[config.mk]
export PLATFORM = sky130hd
export DESIGN_NAME = alu_operand_stage_flat
export DESIGN_NICKNAME = d
export VERILOG_FILES = /design/src/rtl/alu_operand_stage_if.sv /design/src/rtl/alu_operand_stage.sv /design/src/flat_wrapper.sv
export SDC_FILE = /design/constraint.sdc
export NUM_CORES = 1
export LEC_CHECK = 0
export CORE_AREA = 2 2 134 136
export DETAILED_ROUTE_END_ITERATION = 16
export DIE_AREA = 0 0 136 138
export GPL_TIMING_DRIVEN = 0
export PLACE_DENSITY = 0.76
export SETUP_SLACK_MARGIN = 0.1
export SLEW_MARGIN = 40
export SYNTH_ARGS = -nofsm -noshare
export SYNTH_HDL_FRONTEND = slang
export SYNTH_SLANG_ARGS = --single-unit
export TNS_END_PERCENT = 10
[constraint.sdc]
create_clock -name clk -period 2.19 [get_ports clk]
set_clock_uncertainty 0.1 [all_clocks]
set_input_delay 0.438 -clock clk [delete_from_list [all_inputs] [get_ports clk]]
set_output_delay 0.438 -clock clk [all_outputs]
set_load 0.005 [all_outputs]
[src/rtl/alu_operand_stage_if.sv]
// Bundle between decode/MEM/WB and the EX operand stage. The master modport is the pipeline
// side that feeds decode and bypass values; the slave modport is the operand stage itself.
interface alu_operand_stage_if #(
    parameter int XLEN   = 32,
    parameter int REG_AW = 5
);
    // decode -> EX
    logic              id_valid;
    logic              stall;
    logic              flush;
    logic [XLEN-1:0]   id_pc;
    logic [XLEN-1:0]   id_rs1_data;
    logic [XLEN-1:0]   id_rs2_data;
    logic [XLEN-1:0]   id_imm;
    logic [REG_AW-1:0] id_rs1;
    logic [REG_AW-1:0] id_rs2;
    logic [REG_AW-1:0] id_rd;
    logic [3:0]        id_alu_ctrl;
    logic              id_src_a_pc;
    logic              id_src_b_imm;
    logic              id_reg_write;
    logic              id_mem_read;

    // bypass sources from later stages
    logic [REG_AW-1:0] mem_rd;
    logic [REG_AW-1:0] wb_rd;
    logic              mem_reg_write;
    logic              wb_reg_write;
    logic [XLEN-1:0]   mem_result;
    logic [XLEN-1:0]   wb_result;

    // EX -> ALU / hazard unit
    logic [XLEN-1:0]   alu_a;
    logic [XLEN-1:0]   alu_b;
    logic [3:0]        alu_ctrl;
    logic [XLEN-1:0]   ex_store_data;
    logic              ex_valid;
    logic [REG_AW-1:0] ex_rd;
    logic              ex_reg_write;
    logic              ex_mem_read;
    logic              load_use_stall;

    modport master (
        output id_valid, stall, flush, id_pc, id_rs1_data, id_rs2_data, id_imm,
               id_rs1, id_rs2, id_rd, id_alu_ctrl, id_src_a_pc, id_src_b_imm,
               id_reg_write, id_mem_read,
               mem_rd, wb_rd, mem_reg_write, wb_reg_write, mem_result, wb_result,
        input  alu_a, alu_b, alu_ctrl, ex_store_data, ex_valid, ex_rd,
               ex_reg_write, ex_mem_read, load_use_stall
    );

    modport slave (
        input  id_valid, stall, flush, id_pc, id_rs1_data, id_rs2_data, id_imm,
               id_rs1, id_rs2, id_rd, id_alu_ctrl, id_src_a_pc, id_src_b_imm,
               id_reg_write, id_mem_read,
               mem_rd, wb_rd, mem_reg_write, wb_reg_write, mem_result, wb_result,
        output alu_a, alu_b, alu_ctrl, ex_store_data, ex_valid, ex_rd,
               ex_reg_write, ex_mem_read, load_use_stall
    );
endinterface

[src/rtl/alu_operand_stage.sv]
// ID/EX pipeline register with MEM/WB operand forwarding and load-use hazard detection.
// Build option: define ALU_FWD_EN to enable forwarding; otherwise hazards are resolved by stalling.
module alu_operand_stage #(
    parameter int XLEN   = 32,
    parameter int REG_AW = 5
) (
    input  logic               clk,
    input  logic               reset,
    alu_operand_stage_if.slave bus
);
    localparam logic [3:0] ALU_ADD = 4'b0000;

    typedef struct packed {
        logic              valid;
        logic [XLEN-1:0]   pc;
        logic [XLEN-1:0]   rs1_data;
        logic [XLEN-1:0]   rs2_data;
        logic [XLEN-1:0]   imm;
`ifdef ALU_FWD_EN
        logic [REG_AW-1:0] rs1;
        logic [REG_AW-1:0] rs2;
`endif
        logic [REG_AW-1:0] rd;
        logic [3:0]        alu_ctrl;
        logic              src_a_pc;
        logic              src_b_imm;
        logic              reg_write;
        logic              mem_read;
    } ex_reg_t;

    ex_reg_t ex_q;

    // A flush always wins over stall; an invalid decode slot loads a bubble only when not stalled.
    logic load_bubble;
    assign load_bubble = bus.flush || (!bus.stall && !bus.id_valid);

    // NOTE: sequential state uses non-blocking assignments so every flop samples pre-edge values.
    always_ff @(posedge clk) begin
        if (reset) begin
            ex_q          <= '0;
            ex_q.alu_ctrl <= ALU_ADD;
        end else if (load_bubble) begin
            ex_q.valid     <= 1'b0;
            ex_q.reg_write <= 1'b0;
            ex_q.mem_read  <= 1'b0;
            ex_q.alu_ctrl  <= ALU_ADD;
        end else if (!bus.stall) begin
            ex_q.valid     <= 1'b1;
            ex_q.pc        <= bus.id_pc;
            ex_q.rs1_data  <= bus.id_rs1_data;
            ex_q.rs2_data  <= bus.id_rs2_data;
            ex_q.imm       <= bus.id_imm;
`ifdef ALU_FWD_EN
            ex_q.rs1       <= bus.id_rs1;
            ex_q.rs2       <= bus.id_rs2;
`endif
            ex_q.rd        <= bus.id_rd;
            ex_q.alu_ctrl  <= bus.id_alu_ctrl;
            ex_q.src_a_pc  <= bus.id_src_a_pc;
            ex_q.src_b_imm <= bus.id_src_b_imm;
            ex_q.reg_write <= bus.id_reg_write;
            ex_q.mem_read  <= bus.id_mem_read;
        end
    end

    logic [XLEN-1:0] fwd_rs1;
    logic [XLEN-1:0] fwd_rs2;

    // A load in EX whose result a decoded source needs cannot be bypassed in time.
    logic ex_load_hit;
    assign ex_load_hit = ex_q.valid && ex_q.mem_read && (ex_q.rd != '0)
                         && ((ex_q.rd == bus.id_rs1) || (ex_q.rd == bus.id_rs2));

`ifdef ALU_FWD_EN
    logic mem_hit_rs1, mem_hit_rs2, wb_hit_rs1, wb_hit_rs2;
    assign mem_hit_rs1 = bus.mem_reg_write && (bus.mem_rd != '0) && (bus.mem_rd == ex_q.rs1);
    assign mem_hit_rs2 = bus.mem_reg_write && (bus.mem_rd != '0) && (bus.mem_rd == ex_q.rs2);
    assign wb_hit_rs1  = bus.wb_reg_write  && (bus.wb_rd  != '0) && (bus.wb_rd  == ex_q.rs1);
    assign wb_hit_rs2  = bus.wb_reg_write  && (bus.wb_rd  != '0) && (bus.wb_rd  == ex_q.rs2);

    // NOTE: each always_comb output gets a default first, so no path can infer a latch.
    always_comb begin
        fwd_rs1 = ex_q.rs1_data;
        fwd_rs2 = ex_q.rs2_data;
        // MEM holds the younger result, so it is tested before WB.
        if (mem_hit_rs1)      fwd_rs1 = bus.mem_result;
        else if (wb_hit_rs1)  fwd_rs1 = bus.wb_result;
        if (mem_hit_rs2)      fwd_rs2 = bus.mem_result;
        else if (wb_hit_rs2)  fwd_rs2 = bus.wb_result;
    end

    assign bus.load_use_stall = bus.id_valid && ex_load_hit;
`else
    assign fwd_rs1 = ex_q.rs1_data;
    assign fwd_rs2 = ex_q.rs2_data;

    // Without bypass paths, any pending write to a nonzero source in EX or MEM must stall decode.
    function automatic logic raw_hit(
        input logic [REG_AW-1:0] src,
        input logic              ex_w,
        input logic [REG_AW-1:0] ex_dst,
        input logic              mem_w,
        input logic [REG_AW-1:0] mem_dst
    );
        return (src != '0) && ((ex_w && (ex_dst == src)) || (mem_w && (mem_dst == src)));
    endfunction

    logic ex_writes;
    assign ex_writes = ex_q.valid && ex_q.reg_write;

    assign bus.load_use_stall = bus.id_valid
        && (ex_load_hit
            || raw_hit(bus.id_rs1, ex_writes, ex_q.rd, bus.mem_reg_write, bus.mem_rd)
            || raw_hit(bus.id_rs2, ex_writes, ex_q.rd, bus.mem_reg_write, bus.mem_rd));
`endif

    assign bus.alu_a         = ex_q.src_a_pc  ? ex_q.pc  : fwd_rs1;
    assign bus.alu_b         = ex_q.src_b_imm ? ex_q.imm : fwd_rs2;
    assign bus.alu_ctrl      = ex_q.alu_ctrl;
    assign bus.ex_store_data = fwd_rs2;
    assign bus.ex_valid      = ex_q.valid;
    assign bus.ex_rd         = ex_q.rd;
    assign bus.ex_reg_write  = ex_q.valid && ex_q.reg_write;
    assign bus.ex_mem_read   = ex_q.valid && ex_q.mem_read;
endmodule
[src/flat_wrapper.sv]
// flat-port wrapper written by rule: the top's interface ports become plain ports
module alu_operand_stage_flat 
#(
    parameter int XLEN   = 32,
    parameter int REG_AW = 5
)
  (clk, reset, bus_id_valid, bus_stall, bus_flush, bus_id_pc, bus_id_rs1_data, bus_id_rs2_data, bus_id_imm, bus_id_rs1, bus_id_rs2, bus_id_rd, bus_id_alu_ctrl, bus_id_src_a_pc, bus_id_src_b_imm, bus_id_reg_write, bus_id_mem_read, bus_mem_rd, bus_wb_rd, bus_mem_reg_write, bus_wb_reg_write, bus_mem_result, bus_wb_result, bus_alu_a, bus_alu_b, bus_alu_ctrl, bus_ex_store_data, bus_ex_valid, bus_ex_rd, bus_ex_reg_write, bus_ex_mem_read, bus_load_use_stall);
  alu_operand_stage_if #(.XLEN(XLEN), .REG_AW(REG_AW)) bus_i ();
  input  logic clk;
  input  logic reset;
  input wire logic [$bits(bus_i.id_valid)-1:0] bus_id_valid;
  input wire logic [$bits(bus_i.stall)-1:0] bus_stall;
  input wire logic [$bits(bus_i.flush)-1:0] bus_flush;
  input wire logic [$bits(bus_i.id_pc)-1:0] bus_id_pc;
  input wire logic [$bits(bus_i.id_rs1_data)-1:0] bus_id_rs1_data;
  input wire logic [$bits(bus_i.id_rs2_data)-1:0] bus_id_rs2_data;
  input wire logic [$bits(bus_i.id_imm)-1:0] bus_id_imm;
  input wire logic [$bits(bus_i.id_rs1)-1:0] bus_id_rs1;
  input wire logic [$bits(bus_i.id_rs2)-1:0] bus_id_rs2;
  input wire logic [$bits(bus_i.id_rd)-1:0] bus_id_rd;
  input wire logic [$bits(bus_i.id_alu_ctrl)-1:0] bus_id_alu_ctrl;
  input wire logic [$bits(bus_i.id_src_a_pc)-1:0] bus_id_src_a_pc;
  input wire logic [$bits(bus_i.id_src_b_imm)-1:0] bus_id_src_b_imm;
  input wire logic [$bits(bus_i.id_reg_write)-1:0] bus_id_reg_write;
  input wire logic [$bits(bus_i.id_mem_read)-1:0] bus_id_mem_read;
  input wire logic [$bits(bus_i.mem_rd)-1:0] bus_mem_rd;
  input wire logic [$bits(bus_i.wb_rd)-1:0] bus_wb_rd;
  input wire logic [$bits(bus_i.mem_reg_write)-1:0] bus_mem_reg_write;
  input wire logic [$bits(bus_i.wb_reg_write)-1:0] bus_wb_reg_write;
  input wire logic [$bits(bus_i.mem_result)-1:0] bus_mem_result;
  input wire logic [$bits(bus_i.wb_result)-1:0] bus_wb_result;
  output wire logic [$bits(bus_i.alu_a)-1:0] bus_alu_a;
  output wire logic [$bits(bus_i.alu_b)-1:0] bus_alu_b;
  output wire logic [$bits(bus_i.alu_ctrl)-1:0] bus_alu_ctrl;
  output wire logic [$bits(bus_i.ex_store_data)-1:0] bus_ex_store_data;
  output wire logic [$bits(bus_i.ex_valid)-1:0] bus_ex_valid;
  output wire logic [$bits(bus_i.ex_rd)-1:0] bus_ex_rd;
  output wire logic [$bits(bus_i.ex_reg_write)-1:0] bus_ex_reg_write;
  output wire logic [$bits(bus_i.ex_mem_read)-1:0] bus_ex_mem_read;
  output wire logic [$bits(bus_i.load_use_stall)-1:0] bus_load_use_stall;
  assign bus_i.id_valid = bus_id_valid;
  assign bus_i.stall = bus_stall;
  assign bus_i.flush = bus_flush;
  assign bus_i.id_pc = bus_id_pc;
  assign bus_i.id_rs1_data = bus_id_rs1_data;
  assign bus_i.id_rs2_data = bus_id_rs2_data;
  assign bus_i.id_imm = bus_id_imm;
  assign bus_i.id_rs1 = bus_id_rs1;
  assign bus_i.id_rs2 = bus_id_rs2;
  assign bus_i.id_rd = bus_id_rd;
  assign bus_i.id_alu_ctrl = bus_id_alu_ctrl;
  assign bus_i.id_src_a_pc = bus_id_src_a_pc;
  assign bus_i.id_src_b_imm = bus_id_src_b_imm;
  assign bus_i.id_reg_write = bus_id_reg_write;
  assign bus_i.id_mem_read = bus_id_mem_read;
  assign bus_i.mem_rd = bus_mem_rd;
  assign bus_i.wb_rd = bus_wb_rd;
  assign bus_i.mem_reg_write = bus_mem_reg_write;
  assign bus_i.wb_reg_write = bus_wb_reg_write;
  assign bus_i.mem_result = bus_mem_result;
  assign bus_i.wb_result = bus_wb_result;
  assign bus_alu_a = bus_i.alu_a;
  assign bus_alu_b = bus_i.alu_b;
  assign bus_alu_ctrl = bus_i.alu_ctrl;
  assign bus_ex_store_data = bus_i.ex_store_data;
  assign bus_ex_valid = bus_i.ex_valid;
  assign bus_ex_rd = bus_i.ex_rd;
  assign bus_ex_reg_write = bus_i.ex_reg_write;
  assign bus_ex_mem_read = bus_i.ex_mem_read;
  assign bus_load_use_stall = bus_i.load_use_stall;
  alu_operand_stage #(.XLEN(XLEN), .REG_AW(REG_AW)) u_core (.clk(clk), .reset(reset), .bus(bus_i));
endmodule
==> results.yml, run 1 <==
outcome:
  status: "finished with violations"
  violations: "negative setup slack"
finish:
  layout-drive-gt1-share_pct: 22.60
  finalNetCount: 1290
  num_antenna_cells: 0
  layout_commonest_cell: "nand2_1"
  layout_common_cells: "270 x nand2_1, 194 x clkdlybuf4s50_1, 136 x a21oi_1"
  finalNonFillerCells: 1300
  areaGrowthSynthToFinish_pct: 60.22
timing:
  fmax_ghz: 0.3949
  rsz0062_at_grt: "yes"
  tightest_slew_ps: 687.6
  setup_viol: 1
  hold_viol: 0
  tns_ps: -342.0
  fin_crit_sh_pct: 115.6
  final.min_clock_period_ps: 2532
  relSlewSlack_pct: 54.16
  setup_slack_ps: -342.0
  finalMaxSlewViolations: 0
yosys:
  yosysTopAreaCell: "dfxtp_1"
  ys.flop_type: "dfxtp_1"
  postSynthAreaPerCell_um2: 8.215
  async_reset_ff_share_pct: 0
  synth_enable_flop_cells: 0
  syn-cell-area_um2: 6260
  yosys_warnings: 0
  synth_cells: 762
  ys_ff_latch: 142
  synth_top_area_share_pct: 45.41
  syn-num-nets: 994
  netlist-cell-type-count: 28
  synth-seq-area-share_pct: 45.41
  synthTopCellsByArea: "dfxtp_1 45%, nand2_1 16%, mux2_2 12%"
die:
  ios: 341
  num_rows: 49
  die_w_um: 136
  coreArea_um2: 17530
  die_h_um: 138
  initial_core_util_pct: 35.70
  die_area_um2: 18770
global_route:
  grt_pass1_wl_um: 30510
  top_usage_layer: "met2"
  grtUsageMet1_pct: 24.25
  grt_max_degree: 17
  grt-ovfl-total: 0
  grt_pass1_vias: 6060
  grt.met3_usage_pct: 4.620
  grt_util_all_layers_pct: 20.69
  antenna_found_initial: 0
  grt_use_met2_pct: 35.28
clocking:
  cts_root_buf: "clkbuf_16"
  clk_latency_ps: 410
  ctsHoldBuffers: 0
  cts.sinks: 142
  cts_tree: "done"
  cts_buffers: 17
  cts_buffer_depth: 2
  clk_pin_slew_worst_paths_ps: 60
  htreeDepth: 4
power_and_ir_drop:
  p_per_area_nw_per_um2: 644.3
  pwr-share-comb_pct: 13.5
  clkPwrFrac_pct: 44.4
  sw_frac_of_total_pct: 23.06
  p_leak_nw: 4.065
  internal_power_mw: 4.972
  p_sw_mw: 1.490
  power_mw: 6.462
  seq_power_share_pct: 42.1
  vdd_drop_max_v: 0.0005896
route:
  first_iter_violations: 218
  ant_nets: 0
  routed_via_density: 4.696
  drcViolationCount: 0
  wirelength_um: 20140
  vias: 6105
  drt_pre_antenna_iters: 4
  drt-wirelength-per-cell_um: 15.49
worst_hold_path:
  min_path_type: "primary input to flip-flop"
place:
  place_congestion: 0.8119
  hpwlAfterDp_um: 14480
  place.port_buffers: 268
  dp.cells: 1259
worst_setup_path:
  cp.arrival_ps: 1990
  cp-end-kind: "primary output"
  cp_max_fo: 3
  worstSetupPathType: "primary input to primary output"
  start_kind: "primary input"
  worstPathRequired_ps: 1650
run:
  maxCapViolations: 0
[cell type report]
type | count | area [um^2]
tap | 229 | 286.5
buffer | 95 | 730.7
fill | 1593 | 7505
inverter | 1 | 3.754
sequential | 142 | 2856
clock buffer | 23 | 478.0
timing repair buffer | 277 | 2575
clock inverter | 9 | 108.9
multi-input combinational | 524 | 2990
[cells in the mapped netlist, types with 2 or more instances]
cell type and n:
or4_1 2, mux2_2 64, mux2i_1 6, nand2_1 270, dfxtp_1 142, buf_1 3, buf_6 6, a21oi_1 136
o21ai_1 3, clkbuf_1 32, and2_1 2, nor2_1 7, xnor2_1 16, xor2_1 4, nand4_1 2, nand3_1 2
o211ai_1 2, buf_2 7, buf_4 47
[metal layers]
layer	share of wire [%]	routed length (um)
met1	42	8395
met2	49	9853
met3	5.7	1156
met4	3.7	738
met5	0	0
[registers in the layout, indices dropped and copies added, names as in the netlist]
register and count:
u_core.bus.alu_ctrl 4, u_core.bus.ex_rd 5, u_core.bus.ex_store_data 32, u_core.bus.ex_valid 1
u_core.ex_q 68, u_core.fwd_rs1 32
[final timing paths]
check / slack [ps] / cells past startpoint / start / endpoint
min: 220 / 2 / bus_stall / u_core.bus.ex_valid
max reg2reg: 1170 / 4 / u_core.ex_q[3] / u_core.ex_q[3]
max: -340 / 6 / bus_id_rs2[2] / bus_load_use_stall
min reg2reg: 350 / 2 / u_core.ex_q[29] / u_core.ex_q[29]
[worst max-delay path: stages]
cell	delay [ps]
clkdlybuf4s15_1	250
or4_4	560
o211ai_1	210
o22ai_1	120
o31a_1	290
buf_2	130
[per-stage QoR]
step	worst slack (ps)	instance area (um^2)	util, %	hold slack [ps]
6_report	-342.0	10030	57.20	220.5
4_1_cts	-365.8	9967	56.84	205.3
5_1_grt	-363.4	10030	57.20	225.8
3_5_place_dp	-870.3	9229	52.63	343.7
2_1_floorplan	177.1	6260	-	332.9
3_3_place_gp	-873.5	9229	52.63	338.9
[power groups by stage]
stage / Combinational [mW] / Clock, mW / Sequential, mW
3_5_place_dp: 0.849 / 0 / 2.78
5_1_grt: 0.938 / 3.02 / 2.73
2_1_floorplan: 0.336 / 0 / 2.76
6_report: 0.870 / 2.87 / 2.72
4_1_cts: 0.865 / 2.93 / 2.72
3_3_place_gp: 0.840 / 0 / 2.77
[kinds of logic after synthesis]
family	Yosys count	synth area share, %
buffers and inverters	96	9.434
multiplexers	70	12.47
flip-flops	142	45.41
AO/OA/AOI/OAI	146	12.03
XOR/XNOR	20	2.798
AND/OR/NAND/NOR	288	17.85
[timing repair]
item / CTS / global route
buffers inserted: 5 / 2
cloned: 1 / 1
gates resized for setup: 190 / 108
pin swaps: 4 / 4
setup endpoints to repair: 65 / 60
No activity file was read; power rests on OpenSTA's default activity.
==> run 2, diff against run 1 <==
--- a/config.mk
+++ b/config.mk
@@ -5,13 +5,13 @@
 export SDC_FILE = /design/constraint.sdc
 export NUM_CORES = 1
 export LEC_CHECK = 0
-export CORE_AREA = 2 2 134 136
+export CORE_AREA = 2 2 132 134
+export CTS_BUF_LIST = sky130_fd_sc_hd__clkbuf_8
 export DETAILED_ROUTE_END_ITERATION = 16
-export DIE_AREA = 0 0 136 138
+export DIE_AREA = 0 0 134 136
 export GPL_TIMING_DRIVEN = 0
-export PLACE_DENSITY = 0.76
+export PLACE_DENSITY = 0.78
 export SETUP_SLACK_MARGIN = 0.1
-export SLEW_MARGIN = 40
 export SYNTH_ARGS = -nofsm -noshare
 export SYNTH_HDL_FRONTEND = slang
 export SYNTH_SLANG_ARGS = --single-unit
==> constraint.sdc (replaced) <==
create_clock -name clk -period 3.1 [get_ports clk]
set_clock_uncertainty 0.1 [all_clocks]
set_input_delay 0.62 -clock clk [delete_from_list [all_inputs] [get_ports clk]]
set_output_delay 0.62 -clock clk [all_outputs]
set_load 0.005 [all_outputs]
==> results.yml, run 2 (synthesis results as in run 1) <==
power_and_ir_drop:
  vdd_drop_max_v: 0.0002844
  p_per_area_nw_per_um2: 421.4
  p_leak_nw: 3.607
  power_mw: 4.071
outcome:
  status: "completed"
clocking:
  ctsHoldBuffers: 0
  cts_root_buf: "clkbuf_8"
  clk_pin_slew_worst_paths_ps: 70
  cts_buffer_depth: 2
  cts_tree: "done"
  clk_latency_ps: 440
  cts_buffers: 17
  post_cts_buffers: 0
  cts.sinks: 142
  htreeDepth: 4
finish:
  num_antenna_cells: 0
  areaGrowthSynthToFinish_pct: 54.31
  regMostFlops: "u_core.ex_q"
  layout-drive-gt1-share_pct: 15.44
  layout_commonest_cell: "nand2_1"
  finalNetCount: 1281
  nFillCells: 1579
  largest_register_ff_count: 68
  layout_common_cells: "270 x nand2_1, 258 x clkdlybuf4s50_1, 142 x dfxtp_1"
  multi_input_area_um2: 2835
  regArea_um2: 2843
  fin_area_um2: 9659
timing:
  hold_viol: 0
  rsz0062_at_grt: "yes"
  tightest_slew_ps: 755.8
  fmax_ghz: 0.3334
  final.min_clock_period_ps: 3000
  fin_crit_sh_pct: 96.76
  relSlewSlack_pct: 49.61
  finalMaxSlewViolations: 0
  setup_viol: 0
place:
  post_dp_cell_area_um2: 9224
  place.port_buffers: 268
  place_congestion: 0.8143
  hpwlAfterDp_um: 14100
route:
  first_iter_violations: 201
  drcViolationCount: 0
  drt_pre_antenna_iters: 4
  drt-wirelength-per-cell_um: 14.62
  wirelength_um: 18810
  vias: 5941
  routed_via_density: 4.616
  ant_nets: 0
die:
  die_area_um2: 18220
  coreArea_um2: 16880
  die_h_um: 136
  ios: 341
  initial_core_util_pct: 37.09
  die_w_um: 134
  num_rows: 48
worst_setup_path:
  cp-end-kind: "primary output"
  cp_slowest_cell: "or4_4"
  path_cells: "dlygate4sd2_1, or4_4, o211ai_1, o22ai_1, o31a_1, dlygate4sd2_1"
  cpMostUsedCell: "dlygate4sd2_1"
  worstPathRequired_ps: 2380
  worstSetupPathType: "primary input to primary output"
  cp_max_fo: 3
  start_kind: "primary input"
  critPathMaxStageDelay_ps: 550
  cp.arrival_ps: 2280
  crit_family: "compound AO/OA/AOI/OAI gates"
  worst-path-buf-inv: 2
worst_hold_path:
  min_path_type: "flip-flop to flip-flop"
global_route:
  grt_pass1_wl_um: 28630
  antenna_found_initial: 0
  grt_pass1_vias: 5677
  grt_max_degree: 17
  grt-ovfl-total: 0
  grt_util_all_layers_pct: 19.99
run:
  maxCapViolations: 0
## run 2: worst min-delay path: cells and delay by family, from the launching register on
| family | cells | cell delay [ps] |
|---|---|---|
| simple gates | 1 | 50 |
| flops | 1 | 310 |
| compound gates | 1 | 50 |
## run 2: per-stage QoR
stage          setup slack, ps  utilization (%)  TNS, ps  cells  hold WS (ps)
6_report                 100.5            57.24        0   1287         353.2
5_1_grt                  59.76            57.24        0   1287         341.2
4_1_cts                  48.19            57.21        0   1287         327.3
3_5_place_dp            -297.6            54.66   -297.6   1255         342.8
3_3_place_gp            -272.4            54.66   -272.4   1255         339.2
2_1_floorplan            723.1                -        0    762         332.9
## run 2: cell type report
type	count	area share [%]
Buffer	95	6.269
Clock buffer	20	2.850
Clock inverter	12	1.503
Inverter	1	0.03886
Multi-Input combinational cell	524	29.35
Sequential cell	142	29.43
Tap cell	225	2.915
Timing Repair Buffer	268	27.64
## run 2: routing by layer
metal | wire length [um] | vias to the layer above | track usage [%]
li1 | - | 3035 | -
met1 | 8099 | 2703 | 24.44
met2 | 9141 | 175 | 33.39
met3 | 1107 | 28 | 5.257
met4 | 465 | 0 | 8.392
met5 | 0 | - | 0
## run 2: final timing paths
path	from	endpoint	slack, ps	cells past startpoint
max	bus_id_rs1[1]	bus_load_use_stall	100	6
min	u_core.ex_q[15]	u_core.ex_q[15]	350	2
max reg2reg	u_core.ex_q[3]	u_core.ex_q[3]	1920	4
min reg2reg	u_core.ex_q[15]	u_core.ex_q[15]	350	2
## run 2: what timing repair did
action | 4_1_cts | 5_1_grt
setup endpoints to repair | 58 | 30
pin swaps | 1 | 0
resized for setup | 22 | 4
cloned | 0 | 0
## run 2: power breakdown
part           switching (mW)  internal [mW]
clock                   0.708          0.853
combinational           0.219          0.372
sequential             0.0361           1.88
total                   0.963           3.11
